<file path="src/rtl/uart_pkg.sv">
// Shared types, constants and helpers for the oversampled UART receiver.
// The state enum always lists PARITY; only the parity build ever enters it.
package uart_pkg;

  typedef enum logic [2:0] {
    IDLE   = 3'd0,
    START  = 3'd1,
    DATA   = 3'd2,
    PARITY = 3'd3,
    STOP   = 3'd4,
    BREAK  = 3'd5
  } rx_state_e;

  localparam int         OVERSAMPLE = 16;
  localparam int         DATA_BITS  = 8;
  localparam logic [3:0] MID_TICK   = 4'd7;
  localparam logic [3:0] LAST_TICK  = 4'd15;
  localparam logic [2:0] LAST_BIT   = 3'(DATA_BITS - 1);

  // Rounded clocks-per-tick, never below one.
  function automatic int calc_div(input int clk_hz, input int baud, input int ovs);
    int q;
    q = (clk_hz + (baud * ovs) / 2) / (baud * ovs);
    if (q < 1) begin
      q = 1;
    end else begin
      q = q;
    end
    return q;
  endfunction

  function automatic logic even_parity_ok(input logic [7:0] data, input logic par);
    return ~(^{data, par});
  endfunction

endpackage

</file>
<file path="src/rtl/uart_rx_fifo.sv">
// Receive FIFO: push is dropped when full unless a pop happens the same cycle.
// The head byte and the valid flag are both registered; there is no empty bypass.
module uart_rx_fifo #(
  parameter int DEPTH = 8,
  parameter int WIDTH = 8
) (
  input  logic             clock,
  input  logic             resetn,
  input  logic             push_i,
  input  logic [WIDTH-1:0] push_data_i,
  output logic             full_o,
  input  logic             pop_i,
  output logic             valid_o,
  output logic [WIDTH-1:0] head_o
);

  localparam int             PTR_W    = $clog2(DEPTH);
  localparam int             CNT_W    = PTR_W + 1;
  localparam logic [CNT_W-1:0] FULL_CNT = CNT_W'(DEPTH);

  logic [WIDTH-1:0] mem_q [DEPTH];
  logic [PTR_W-1:0] wr_ptr_q, wr_ptr_d;
  logic [PTR_W-1:0] rd_ptr_q, rd_ptr_d;
  logic [CNT_W-1:0] count_q, count_d;
  logic [WIDTH-1:0] head_q, head_d;
  logic             valid_q;
  logic             full_s;
  logic             pop_s;
  logic             wr_en_s;

  assign full_s  = (count_q == FULL_CNT);
  assign pop_s   = pop_i && valid_q;
  assign wr_en_s = push_i && (!full_s || pop_s);

  // Next pointers, occupancy and head byte; the head must see a same-cycle write.
  always_comb begin
    wr_ptr_d = wr_ptr_q;
    rd_ptr_d = rd_ptr_q;
    count_d  = count_q;
    head_d   = head_q;
    if (wr_en_s) begin
      wr_ptr_d = wr_ptr_q + PTR_W'(1);
    end else begin
      wr_ptr_d = wr_ptr_q;
    end
    if (pop_s) begin
      rd_ptr_d = rd_ptr_q + PTR_W'(1);
    end else begin
      rd_ptr_d = rd_ptr_q;
    end
    case ({wr_en_s, pop_s})
      2'b10:   count_d = count_q + CNT_W'(1);
      2'b01:   count_d = count_q - CNT_W'(1);
      default: count_d = count_q;
    endcase
    if (count_d == {CNT_W{1'b0}}) begin
      head_d = {WIDTH{1'b0}};
    end else if (wr_en_s && (wr_ptr_q == rd_ptr_d)) begin
      head_d = push_data_i;
    end else begin
      head_d = mem_q[rd_ptr_d];
    end
  end

  always_ff @(posedge clock or negedge resetn) begin
    if (!resetn) begin
      for (int i = 0; i < DEPTH; i++) begin
        mem_q[i] <= {WIDTH{1'b0}};
      end
    end else if (wr_en_s) begin
      mem_q[wr_ptr_q] <= push_data_i;
    end
  end

  always_ff @(posedge clock or negedge resetn) begin
    if (!resetn) begin
      wr_ptr_q <= {PTR_W{1'b0}};
      rd_ptr_q <= {PTR_W{1'b0}};
      count_q  <= {CNT_W{1'b0}};
      head_q   <= {WIDTH{1'b0}};
      valid_q  <= 1'b0;
    end else begin
      wr_ptr_q <= wr_ptr_d;
      rd_ptr_q <= rd_ptr_d;
      count_q  <= count_d;
      head_q   <= head_d;
      valid_q  <= (count_d != {CNT_W{1'b0}});
    end
  end

  assign full_o  = full_s;
  assign valid_o = valid_q;
  assign head_o  = head_q;

endmodule

</file>
<file path="src/rtl/uart_rx_core.sv">
// 16x oversampled UART receiver (8N1) feeding a small FIFO with error flags.
// Define UART_RX_PARITY_EN for 8E1 frames with a live parity_err_o.
module uart_rx_core
  import uart_pkg::*;
#(
  parameter int CLK_HZ     = 50_000_000,
  parameter int BAUD       = 115200,
  parameter int OVERSAMPLE = uart_pkg::OVERSAMPLE,
  parameter int FIFO_DEPTH = 8
) (
  input  logic       clock,
  input  logic       resetn,
  input  logic       rx_i,
  output logic       rd_valid_o,
  output logic [7:0] rd_data_o,
  input  logic       rd_ready_i,
  output logic       frame_err_o,
  output logic       parity_err_o,
  output logic       overrun_o,
  input  logic       overrun_clr_i,
  output logic       busy_o
);

  localparam int               DIV      = calc_div(CLK_HZ, BAUD, OVERSAMPLE);
  localparam int               DIV_W    = (DIV > 1) ? $clog2(DIV) : 1;
  localparam logic [DIV_W-1:0] DIV_LAST = DIV_W'(DIV - 1);

  logic             sync1_q, sync2_q;
  logic             rxs_s;
  logic [DIV_W-1:0] div_cnt_q;
  logic             tick_s;
  rx_state_e        state_q, state_d;
  logic [3:0]       tick_cnt_q, tick_cnt_d;
  logic [2:0]       bit_cnt_q, bit_cnt_d;
  logic [7:0]       shift_q, shift_d;
  logic             push_s;
  logic             frame_err_q, frame_err_d;
  logic             busy_q;
  logic             overrun_q, overrun_d;
  logic             fifo_full_s;
  logic             pop_s;
`ifdef UART_RX_PARITY_EN
  logic             par_err_q, par_err_d;
  logic             parity_err_q, parity_err_d;
`endif

  // Two-flop synchroniser; idles high so reset never looks like a start bit.
  always_ff @(posedge clock or negedge resetn) begin
    if (!resetn) begin
      sync1_q <= 1'b1;
      sync2_q <= 1'b1;
    end else begin
      sync1_q <= rx_i;
      sync2_q <= sync1_q;
    end
  end

  assign rxs_s  = sync2_q;
  assign tick_s = (state_q != IDLE) && (div_cnt_q == DIV_LAST);

  // Tick divider, held at zero while idle so each frame starts phase-aligned.
  always_ff @(posedge clock or negedge resetn) begin
    if (!resetn) begin
      div_cnt_q <= {DIV_W{1'b0}};
    end else if ((state_q == IDLE) || tick_s) begin
      div_cnt_q <= {DIV_W{1'b0}};
    end else begin
      div_cnt_q <= div_cnt_q + DIV_W'(1);
    end
  end

  // Frame FSM: next state, bit sampling and single-cycle event strobes.
  always_comb begin
    state_d     = state_q;
    tick_cnt_d  = tick_cnt_q;
    bit_cnt_d   = bit_cnt_q;
    shift_d     = shift_q;
    push_s      = 1'b0;
    frame_err_d = 1'b0;
`ifdef UART_RX_PARITY_EN
    par_err_d    = par_err_q;
    parity_err_d = 1'b0;
`endif
    case (state_q)
      IDLE: begin
        if (!rxs_s) begin
          state_d    = START;
          tick_cnt_d = 4'd0;
          bit_cnt_d  = 3'd0;
`ifdef UART_RX_PARITY_EN
          par_err_d  = 1'b0;
`endif
        end else begin
          state_d = IDLE;
        end
      end
      START: begin
        if (tick_s && (tick_cnt_q == MID_TICK)) begin
          tick_cnt_d = 4'd0;
          state_d    = rxs_s ? IDLE : DATA;
        end else if (tick_s) begin
          tick_cnt_d = tick_cnt_q + 4'd1;
        end else begin
          tick_cnt_d = tick_cnt_q;
        end
      end
      DATA: begin
        if (tick_s && (tick_cnt_q == LAST_TICK)) begin
          tick_cnt_d = 4'd0;
          shift_d    = {rxs_s, shift_q[7:1]};
          bit_cnt_d  = bit_cnt_q + 3'd1;
          if (bit_cnt_q == LAST_BIT) begin
`ifdef UART_RX_PARITY_EN
            state_d = PARITY;
`else
            state_d = STOP;
`endif
          end else begin
            state_d = DATA;
          end
        end else if (tick_s) begin
          tick_cnt_d = tick_cnt_q + 4'd1;
        end else begin
          tick_cnt_d = tick_cnt_q;
        end
      end
`ifdef UART_RX_PARITY_EN
      PARITY: begin
        if (tick_s && (tick_cnt_q == LAST_TICK)) begin
          tick_cnt_d = 4'd0;
          par_err_d  = ~even_parity_ok(shift_q, rxs_s);
          state_d    = STOP;
        end else if (tick_s) begin
          tick_cnt_d = tick_cnt_q + 4'd1;
        end else begin
          tick_cnt_d = tick_cnt_q;
        end
      end
`endif
      STOP: begin
        if (tick_s && (tick_cnt_q == LAST_TICK)) begin
          tick_cnt_d = 4'd0;
          if (!rxs_s) begin
            frame_err_d = 1'b1;
            state_d     = BREAK;
`ifdef UART_RX_PARITY_EN
          end else if (par_err_q) begin
            parity_err_d = 1'b1;
            state_d      = IDLE;
`endif
          end else begin
            push_s  = 1'b1;
            state_d = IDLE;
          end
        end else if (tick_s) begin
          tick_cnt_d = tick_cnt_q + 4'd1;
        end else begin
          tick_cnt_d = tick_cnt_q;
        end
      end
      BREAK: begin
        if (rxs_s) begin
          state_d = IDLE;
        end else begin
          state_d = BREAK;
        end
      end
      default: begin
        state_d = IDLE;
      end
    endcase
  end

  always_ff @(posedge clock or negedge resetn) begin
    if (!resetn) begin
      state_q    <= IDLE;
      tick_cnt_q <= 4'd0;
      bit_cnt_q  <= 3'd0;
      shift_q    <= 8'h00;
    end else begin
      state_q    <= state_d;
      tick_cnt_q <= tick_cnt_d;
      bit_cnt_q  <= bit_cnt_d;
      shift_q    <= shift_d;
    end
  end

  assign pop_s = rd_valid_o && rd_ready_i;

  // A same-cycle pop frees the slot, so only a push into a full FIFO with no pop overruns.
  always_comb begin
    if (push_s && fifo_full_s && !pop_s) begin
      overrun_d = 1'b1;
    end else if (overrun_clr_i) begin
      overrun_d = 1'b0;
    end else begin
      overrun_d = overrun_q;
    end
  end

  always_ff @(posedge clock or negedge resetn) begin
    if (!resetn) begin
      frame_err_q <= 1'b0;
      busy_q      <= 1'b0;
      overrun_q   <= 1'b0;
    end else begin
      frame_err_q <= frame_err_d;
      busy_q      <= (state_d != IDLE);
      overrun_q   <= overrun_d;
    end
  end

`ifdef UART_RX_PARITY_EN
  always_ff @(posedge clock or negedge resetn) begin
    if (!resetn) begin
      par_err_q    <= 1'b0;
      parity_err_q <= 1'b0;
    end else begin
      par_err_q    <= par_err_d;
      parity_err_q <= parity_err_d;
    end
  end

  assign parity_err_o = parity_err_q;
`else
  assign parity_err_o = 1'b0;
`endif

  uart_rx_fifo #(
    .DEPTH (FIFO_DEPTH),
    .WIDTH (DATA_BITS)
  ) u_fifo (
    .clock       (clock),
    .resetn      (resetn),
    .push_i      (push_s),
    .push_data_i (shift_q),
    .full_o      (fifo_full_s),
    .pop_i       (rd_ready_i),
    .valid_o     (rd_valid_o),
    .head_o      (rd_data_o)
  );

  assign frame_err_o = frame_err_q;
  assign overrun_o   = overrun_q;
  assign busy_o      = busy_q;

endmodule

</file>
<file path="config.mk">
export PLATFORM = sky130hd
export DESIGN_NAME = uart_rx_core
export DESIGN_NICKNAME = d
export VERILOG_FILES = /design/src/rtl/uart_pkg.sv /design/src/rtl/uart_rx_fifo.sv /design/src/rtl/uart_rx_core.sv
export SDC_FILE = /design/constraint.sdc
export NUM_CORES = 1
export LEC_CHECK = 0
export CAP_MARGIN = 20
export CORE_UTILIZATION = 55
export DETAILED_ROUTE_END_ITERATION = 8
export PLACE_DENSITY = 0.73
export SYNTH_ARGS = -nofsm -noshare
export SYNTH_HDL_FRONTEND = slang
export SYNTH_SLANG_ARGS = --single-unit
export TNS_END_PERCENT = 5
</file>
<file path="constraint.sdc">
create_clock -name clock -period 3.51 [get_ports clock]
set_input_delay 0.5265 -clock clock [delete_from_list [all_inputs] [get_ports clock]]
set_output_delay 0.5265 -clock clock [all_outputs]
set_load 0.02 [all_outputs]
</file>
==> metrics.md, run 1 <==
| Metric | Value |
|---|---|
| Htree depth | `3` |
| R2R cell count | `11` |
| CTS Buf Count | `9` |
| Fin nets | `485` |
| Most frequent cells after synthesis | `109 x dfrtp_1, 76 x nand2_1, 74 x mux2_2, 24 x nand3_1, 18 x nor2_1` |
| Die area | `0.0102 sq mm` |
| CTS Sinks | `roughly 110` |
| Rel. slew slack | `between 40 and 50%` |
| Clock power frac | `23.3%` |
| Pwr Density | `roughly 600 mW/mm^2` |
| Total global-route track usage | `approximately a quarter` |
| Post-synth EDFFs | `0` |
| Post-CTS repair timing setup buffer count | `0` |
| Switching power share of the total | `between 30% and 40%` |
| Top-count cell post-synth | `dfrtp_1` |
| Mean Syn Cell Area | `between 10 and 15 sq um` |
| Share of the yosys chip area belonging to registers | `between 50 and 60%` |
| Async set-or-reset flop fraction in the synthesized netlist | `100%` |
| Detail Placement HPWL | `approximately 7.2 mm` |
| Area grow syn2layout | `8.70%` |
| Sw Pwr | `~1.3 mW` |
| Post-layout min period | `between 2 and 3 ns` |
| Largest net degree at the start of global routing | `slightly below 60` |
| Reg-to-Reg Start | `div_cnt_q[0]$_DFF_PN0_` |
| CTS tree | `yes` |
| Core Box Area | `between 0.009 and 0.01 sq mm` |
| Max Slew Vio Count | `0` |
| Yosys top cell area share | `about 51%` |
| Crit path DAT | `around 3.3 ns` |
| Mapped cell area | `0.00540 sq mm` |
| First-pass GRT wire length | `between 15 and 20 mm` |
| Num ports | `18` |
| Worst clock skew | `roughly 0.015 ns` |
| Cell Rows | `35` |
| Critical path capture point type | `flip-flop` |
| Max Clk Rate | `roughly 0.34 GHz` |
| Clock-pin slew on the worst setup and hold paths | `0.11 ns` |
| DR DRC count | `0` |
| Largest cells by area after synthesis | `dfrtp_1 51%, mux2_2 15%, nand2_1 5.3%` |
| Die H | `101 um` |
| Syn Nets | `approximately 480` |
| Int Pwr | `between 2 and 2.5 mW` |
| Sum of negative setup slack | `0 ns` |
| Post-synth top flop | `dfrtp_1` |
| Vias in the first global route | `between 3000 and 4000` |
| Final period util | `84.1%` |
| Slew @ Worst Pin | `slightly above 0.8 ns` |
| Hold Path Class | `input port to asynchronous set/reset pin` |
| Run status | `completed` |
| Hold Buf Count CTS | `0` |
| Via count | `around 3500` |
| Finished Layout Cells | `roughly 610` |
| Critical Path RT | `approximately 3.8 ns` |
| Post-CTS Resized | `0` |
| Leakage | `2.67 nW` |
| RSZ-0062 raised after global routing | `no` |
| Clk Latency, worst-skew pair | `between 0.3 and 0.4 ns` |
| Max Cap Viol | `0` |
| Mapped Cells | `about 470` |
| Gpl congestion | `between 0.8 and 0.9` |
| Register-to-register setup slack | `just over 0.7 ns` |
| #FFs+latches synth | `approximately 110` |
| Initial DRT Pass Iterations | `5` |
| First-iteration detailed-routing DRC count | `150` |
| Die Wd | `101 um` |
| Share of cells above drive strength 1 | `between 20 and 25%` |
| Avg WL per Cell | `~18 um` |
| Logic gate share of total power | `~34%` |
| Post-route ant nets | `0` |
| Congestion Overflow GR | `0` |
| Startpoint Class | `input port` |
| Yosys warnings | `0` |
| Unique masters post-synth | `53` |
| Peak VDD IR | `a little over 0.3 mV` |
| Final WL | `around 11 mm` |
| Crit Path Category | `input port to flip-flop` |
| Final Hold Fails | `0` |
| Final setup fails | `0` |
| Initial antenna violation count | `0` |
| Port buffer count | `16` |
| Post-synth top area cell | `dfrtp_1` |
| Vias per inst | `5.82` |
| Starting Density | `between 50 and 60%` |
| Clk buf depth | `2` |
| Critical R2R Capture | `u_fifo.head_o[3]$_DFF_PN0_` |
| CP max FO | `26` |
| Placed cells | `589` |
| Root Buffer | `clkbuf_8` |
| Share of power burned in registers | `a little over two fifths` |
| Diodes inserted | `0` |
==> sequential cells by signal, summed over array words and instances (netlist names), 3 cells and up <==
signal           flops
u_fifo.rd_ptr_q      3
u_fifo.count_q       4
u_fifo.head_o        8
state_q              3
div_cnt_q            5
u_fifo.wr_ptr_q      3
shift_q              8
bit_cnt_q            3
tick_cnt_q           4
u_fifo.mem_q        64
==> metal layers <==
layer / global-route usage [%] / routed length [um] / up-vias
li1: - / - / 1657
met3: 4.65 / 399 / 15
met2: 36.7 / 5020 / 71
met1: 32.7 / 5220 / 1786
met4: 8.92 / 182 / 0
met5: 0 / 0 / -
==> through the flow <==
stage / util (%) / instance area [sq um] / setup slack, ns / power (mW) / hold slack, ns
2_1_floorplan: - / 5400 / 1.01 / 2.27 / 0.231
3_3_place_gp: 60.3 / 5650 / 0.374 / 2.62 / 0.345
3_5_place_dp: 60.3 / 5650 / 0.278 / 2.65 / 0.349
4_1_cts: 62.5 / 5860 / 0.617 / 3.47 / 0.225
5_1_grt: 62.6 / 5860 / 0.417 / 3.65 / 0.265
6_report: 62.6 / 5860 / 0.559 / 3.46 / 0.221
==> cell type report <==
type	instances	area, sq um
clock inverter	5	61.3
timing repair buffer	22	213
sequential	111	2780
clock buffer	11	151
multi-input combinational	321	2470
inverter	7	26.3
fill	754	3510
tap	129	161
==> layout by cell type (no fill, tap or decap), types with 7 or more instances in the layout <==
cell type	Yosys	final
ha_1	8	8
nor2_1	18	18
a32oi_1	8	8
clkdlybuf4s50_1	0	15
o21ai_0	10	10
a21oi_1	13	13
nand2_1	76	76
nand4b_1	8	8
nand3_1	24	24
mux2_2	74	74
dfrtp_1	109	109
clkbuf_8	0	11
xnor2_1	7	7
mux2i_1	10	10
==> worst max-delay path: stages <==
cell and delay (ns):
clkdlybuf4s50_1 0.45, and2_1 0.31, xnor2_4 0.69, clkinv_1 0.24, buf_4 0.29, mux2i_1 0.16
a32oi_1 0.25, nand4b_1 0.13, a21oi_1 0.19
==> logic make-up (layout without fill, tap and decap cells) <==
logic type	Yosys count	count (layout)	share of synthesized area [%]
other cells	1	1	0.0695
flops	111	111	51.5
xor+xnor	14	14	2.62
compound gates	46	46	5.77
mux	84	84	17.3
simple gates	168	168	18.1
buf+inv	34	45	2.76
fa+ha+maj	8	8	1.86
==> how the worst max path moves through the flow <==
stage	depth (start not counted)	startpoint	end
floorplan	11	div_cnt_q[0]$_DFF_PN0_	u_fifo.head_o[0]$_DFF_PN0_
global placement	7	rd_ready_i	u_fifo.head_o[2]$_DFF_PN0_
detailed placement	7	rd_ready_i	u_fifo.head_o[6]$_DFF_PN0_
CTS	9	rd_ready_i	u_fifo.head_o[3]$_DFF_PN0_
global route	9	rd_ready_i	u_fifo.head_o[6]$_DFF_PN0_
finish	9	rd_ready_i	u_fifo.head_o[3]$_DFF_PN0_
==> power by group through the flow <==
stage / clock, mW / combinational, mW / sequential [mW]
after floorplan: 0 / 0.753 / 1.52
after detailed placement: 0 / 1.16 / 1.49
after global routing: 0.874 / 1.29 / 1.49
final: 0.805 / 1.18 / 1.48
after CTS: 0.828 / 1.16 / 1.47
after global placement: 0 / 1.12 / 1.49
No activity file was read; power rests on OpenSTA's default activity.
==> run 2, diff against run 1 <==
Settings changed: PLACE_DENSITY 0.73 to 0.76.
Clock period 3.51 ns to 2.4 ns, I/O delays scaled along.
==> metrics.md, run 2 (same netlist as run 1, synthesis figures left out) <==
| Metric | Value |
|---|---|
| Post-route ant nets | `0 (unchanged)` |
| Critical Path RT | `2.68 ns (was 3.81 ns)` |
| Startpoint Class | `flip-flop (was input port)` |
| Rel. slew slack | `52.7% (was 46.2%)` |
| Fin nets | `517 (was 485)` |
| Clk Latency, worst-skew pair | `0.38 ns (about the same)` |
| Root Buffer | `clkbuf_8 (unchanged)` |
| Congestion Overflow GR | `0 (unchanged)` |
| Via count | `3689 (was 3529)` |
| Clk buf depth | `2 (unchanged)` |
| Final period util | `107%` |
| Final setup fails | `9 (was 0)` |
| Hold_sp | `sync1_q$_DFF_PN1_` |
| Slew @ Worst Pin | `0.709 ns (was 0.807 ns)` |
| First-iteration detailed-routing DRC count | `198 (was 150)` |
| Hold Path Class | `flip-flop to flip-flop (was input port to asynchronous set/reset pin)` |
| CTS tree | `yes (unchanged)` |
| Initial DRT Pass Iterations | `5 (unchanged)` |
| Htree depth | `3 (unchanged)` |
| Core Box Area | `0.00937 sq mm (unchanged)` |
| CTS Buf Count | `9 (unchanged)` |
| Reg-to-Reg Start | `div_cnt_q[0]$_DFF_PN0_ (unchanged)` |
| RSZ-0062 raised after global routing | `yes (was no)` |
| Max FFs per register | `64 (unchanged)` |
| Leakage | `2.87 nW (was 2.67 nW)` |
| Vias per inst | `5.79 (was 5.82)` |
| Final WS setup | `-0.165 ns (was 0.559 ns)` |
| CP max FO | `5 (was 26)` |
| Share of cells above drive strength 1 | `32.1% (was 24.7%)` |
| Port buffer count | `16 (unchanged)` |
| Crit path DAT | `2.84 ns (was 3.25 ns)` |
| Avg WL per Cell | `17.3 um (was 17.9 um)` |
| CTS Sinks | `111 (unchanged)` |
| Diodes inserted | `0 (unchanged)` |
| Die H | `101 um (unchanged)` |
| Worst clock skew | `0.0176 ns (was 0.0146 ns)` |
| Detail Placement HPWL | `7.46 mm (was 7.24 mm)` |
| DR DRC count | `0 (unchanged)` |
| Hold Path End | `rxs_s$_DFF_PN1_` |
| Tot Pwr | `5.35 mW (was 3.46 mW)` |
| Run status | `finished, violations left (was completed)` |
| Most frequent cells in the layout | `109 x dfrtp_1, 76 x nand2_1, 74 x mux2_2 (unchanged)` |
| Final Hold Fails | `0 (unchanged)` |
| Most common cell after layout, fill and taps aside | `dfrtp_1 (unchanged)` |
| Max Cap Viol | `0 (unchanged)` |
| Hold Path Stages | `0` |
| Gpl congestion | `0.837 (was 0.868)` |
| Cell Rows | `35 (unchanged)` |
| Vias in the first global route | `3728 (was 3502)` |
| Post-layout min period | `~2.6 ns` |
| First-pass GRT wire length | `18.7 mm (was 18.1 mm)` |
| Failing checks | `setup timing` |
| Max Clk Rate | `0.390 GHz` |
| DP Worst Slack | `-0.283 ns (was 0.278 ns)` |
| Clock-pin slew on the worst setup and hold paths | `0.11 ns (about the same)` |
| Top reg by flops | `u_fifo.mem_q (unchanged)` |
| Critical R2R Capture | `u_fifo.head_o[3]$_DFF_PN0_ (unchanged)` |
| Critical path capture point type | `flip-flop (unchanged)` |
| Initial antenna violation count | `0 (unchanged)` |
| Largest net degree at the start of global routing | `48 (was 59)` |
| Register-to-register setup slack | `-0.16 ns (was 0.71 ns)` |
| Max Slew Vio Count | `0 (unchanged)` |
| Die Wd | `101 um (unchanged)` |
| Die area | `0.0102 sq mm (unchanged)` |
| Area grow syn2layout | `15.9% (was 8.70%)` |
| Crit Path Category | `flip-flop to flip-flop (was input port to flip-flop)` |
| R2R cell count | `12 (was 11)` |
| Peak VDD IR | `0.548 mV (was 0.307 mV)` |
| Total global-route track usage | `24.2% (was 23.6%)` |
| Num ports | `18 (unchanged)` |
| Final WL | `11.0 mm (was 10.8 mm)` |
| Starting Density | `57.6% (unchanged)` |
| Pwr Density | `855 mW/mm^2 (was 590 mW/mm^2)` |
==> run 2: cell types whose count changed in the layout (fill, tap and decap cells not counted), moves of 2 or more <==
cell / delta
clkinvlp_4: +2
inv_8: +2
clkbuf_8: -2
buf_6: +3
buf_12: +5
a21oi_2: +8
buf_4: +23
a21oi_1: -8
==> run 2: metrics by stage <==
step / setup TNS, ns / instances / hold slack [ns] / instance area, sq um / util (%)
2_1_floorplan: 0 / 466 / 0.0644 / 5400 / -
3_3_place_gp: -1.94 / 618 / 0.346 / 5940 / 63.3
3_5_place_dp: -2.74 / 618 / 0.348 / 5940 / 63.3
4_1_cts: -1.03 / 635 / 0.362 / 6180 / 65.9
5_1_grt: -2.62 / 637 / 0.366 / 6250 / 66.7
6_report: -1.37 / 637 / 0.361 / 6250 / 66.7
==> run 2: worst max-delay path, stage by stage, from the launching register on <==
cell      delay, ns
dfrtp_1        0.40
inv_1          0.06
ha_2           0.20
nand4b_4       0.14
o31ai_4        0.27
xnor2_1        0.12
ha_1           0.33
nand2b_4       0.15
a21oi_2        0.12
a211oi_2       0.06
nor4bb_4       0.39
buf_6          0.19
a21oi_1        0.05
==> run 2: where the power goes <==
part	switching (mW)	leakage [nW]	total (mW)	internal [mW]
clock	0.648	0.0958	1.14	0.495
sequential	0.146	1.48	2.16	2.02
combinational	1.17	1.29	2.04	0.870
total	1.97	2.87	5.35	3.38
==> run 2: worst max path at each step <==
stage               slack (ns)  depth (start not counted)                    from                         end
floorplan                 0.02                         11  div_cnt_q[0]$_DFF_PN0_  u_fifo.head_o[0]$_DFF_PN0_
global placement         -0.20                         10              rd_ready_i  u_fifo.head_o[7]$_DFF_PN0_
detailed placement       -0.28                         10              rd_ready_i  u_fifo.head_o[6]$_DFF_PN0_
CTS                      -0.13                         12  div_cnt_q[0]$_DFF_PN0_  u_fifo.head_o[0]$_DFF_PN0_
global route             -0.30                         12  div_cnt_q[0]$_DFF_PN0_  u_fifo.head_o[0]$_DFF_PN0_
finish                   -0.16                         12  div_cnt_q[0]$_DFF_PN0_  u_fifo.head_o[3]$_DFF_PN0_
==> run 2: layout make-up <==
class / instances / area [sq um]
timing repair buffer: 54 / 529
clock buffer: 9 / 124
inverter: 7 / 26.3
tap: 129 / 161
fill: 730 / 3120
multi-input combinational: 321 / 2550
clock inverter: 6 / 76.3
sequential: 111 / 2780
==> run 2: timing repair <==
action | in CTS | in global routing
cloned | 1 | 0
pin swaps | 3 | 8
hold buffers | 1 | 0
setup buffers | 0 | 1
hold endpoints to repair | 40 | 0
setup endpoints to repair | 25 | 58
resized for setup | 6 | 16
==> run 2: per-layer routing <==
| metal | wire length (um) | vias to the layer above | global-route usage [%] |
|---|---|---|---|
| met5 | 0 | - | 0 |
| met4 | 225 | 0 | 8.70 |
| met3 | 491 | 20 | 5.13 |
| met2 | 5320 | 89 | 38.3 |
| met1 | 5010 | 1859 | 33.1 |
| li1 | - | 1721 | - |
==> run 3, diff against run 2 <==
Settings changed: ABC_CLOCK_PERIOD_IN_PS set to 2400, GPL_ROUTABILITY_DRIVEN set to 0.
==> results of run 3 <==
Same layout as run 2: the final DEF is identical, and so are final timing and power.
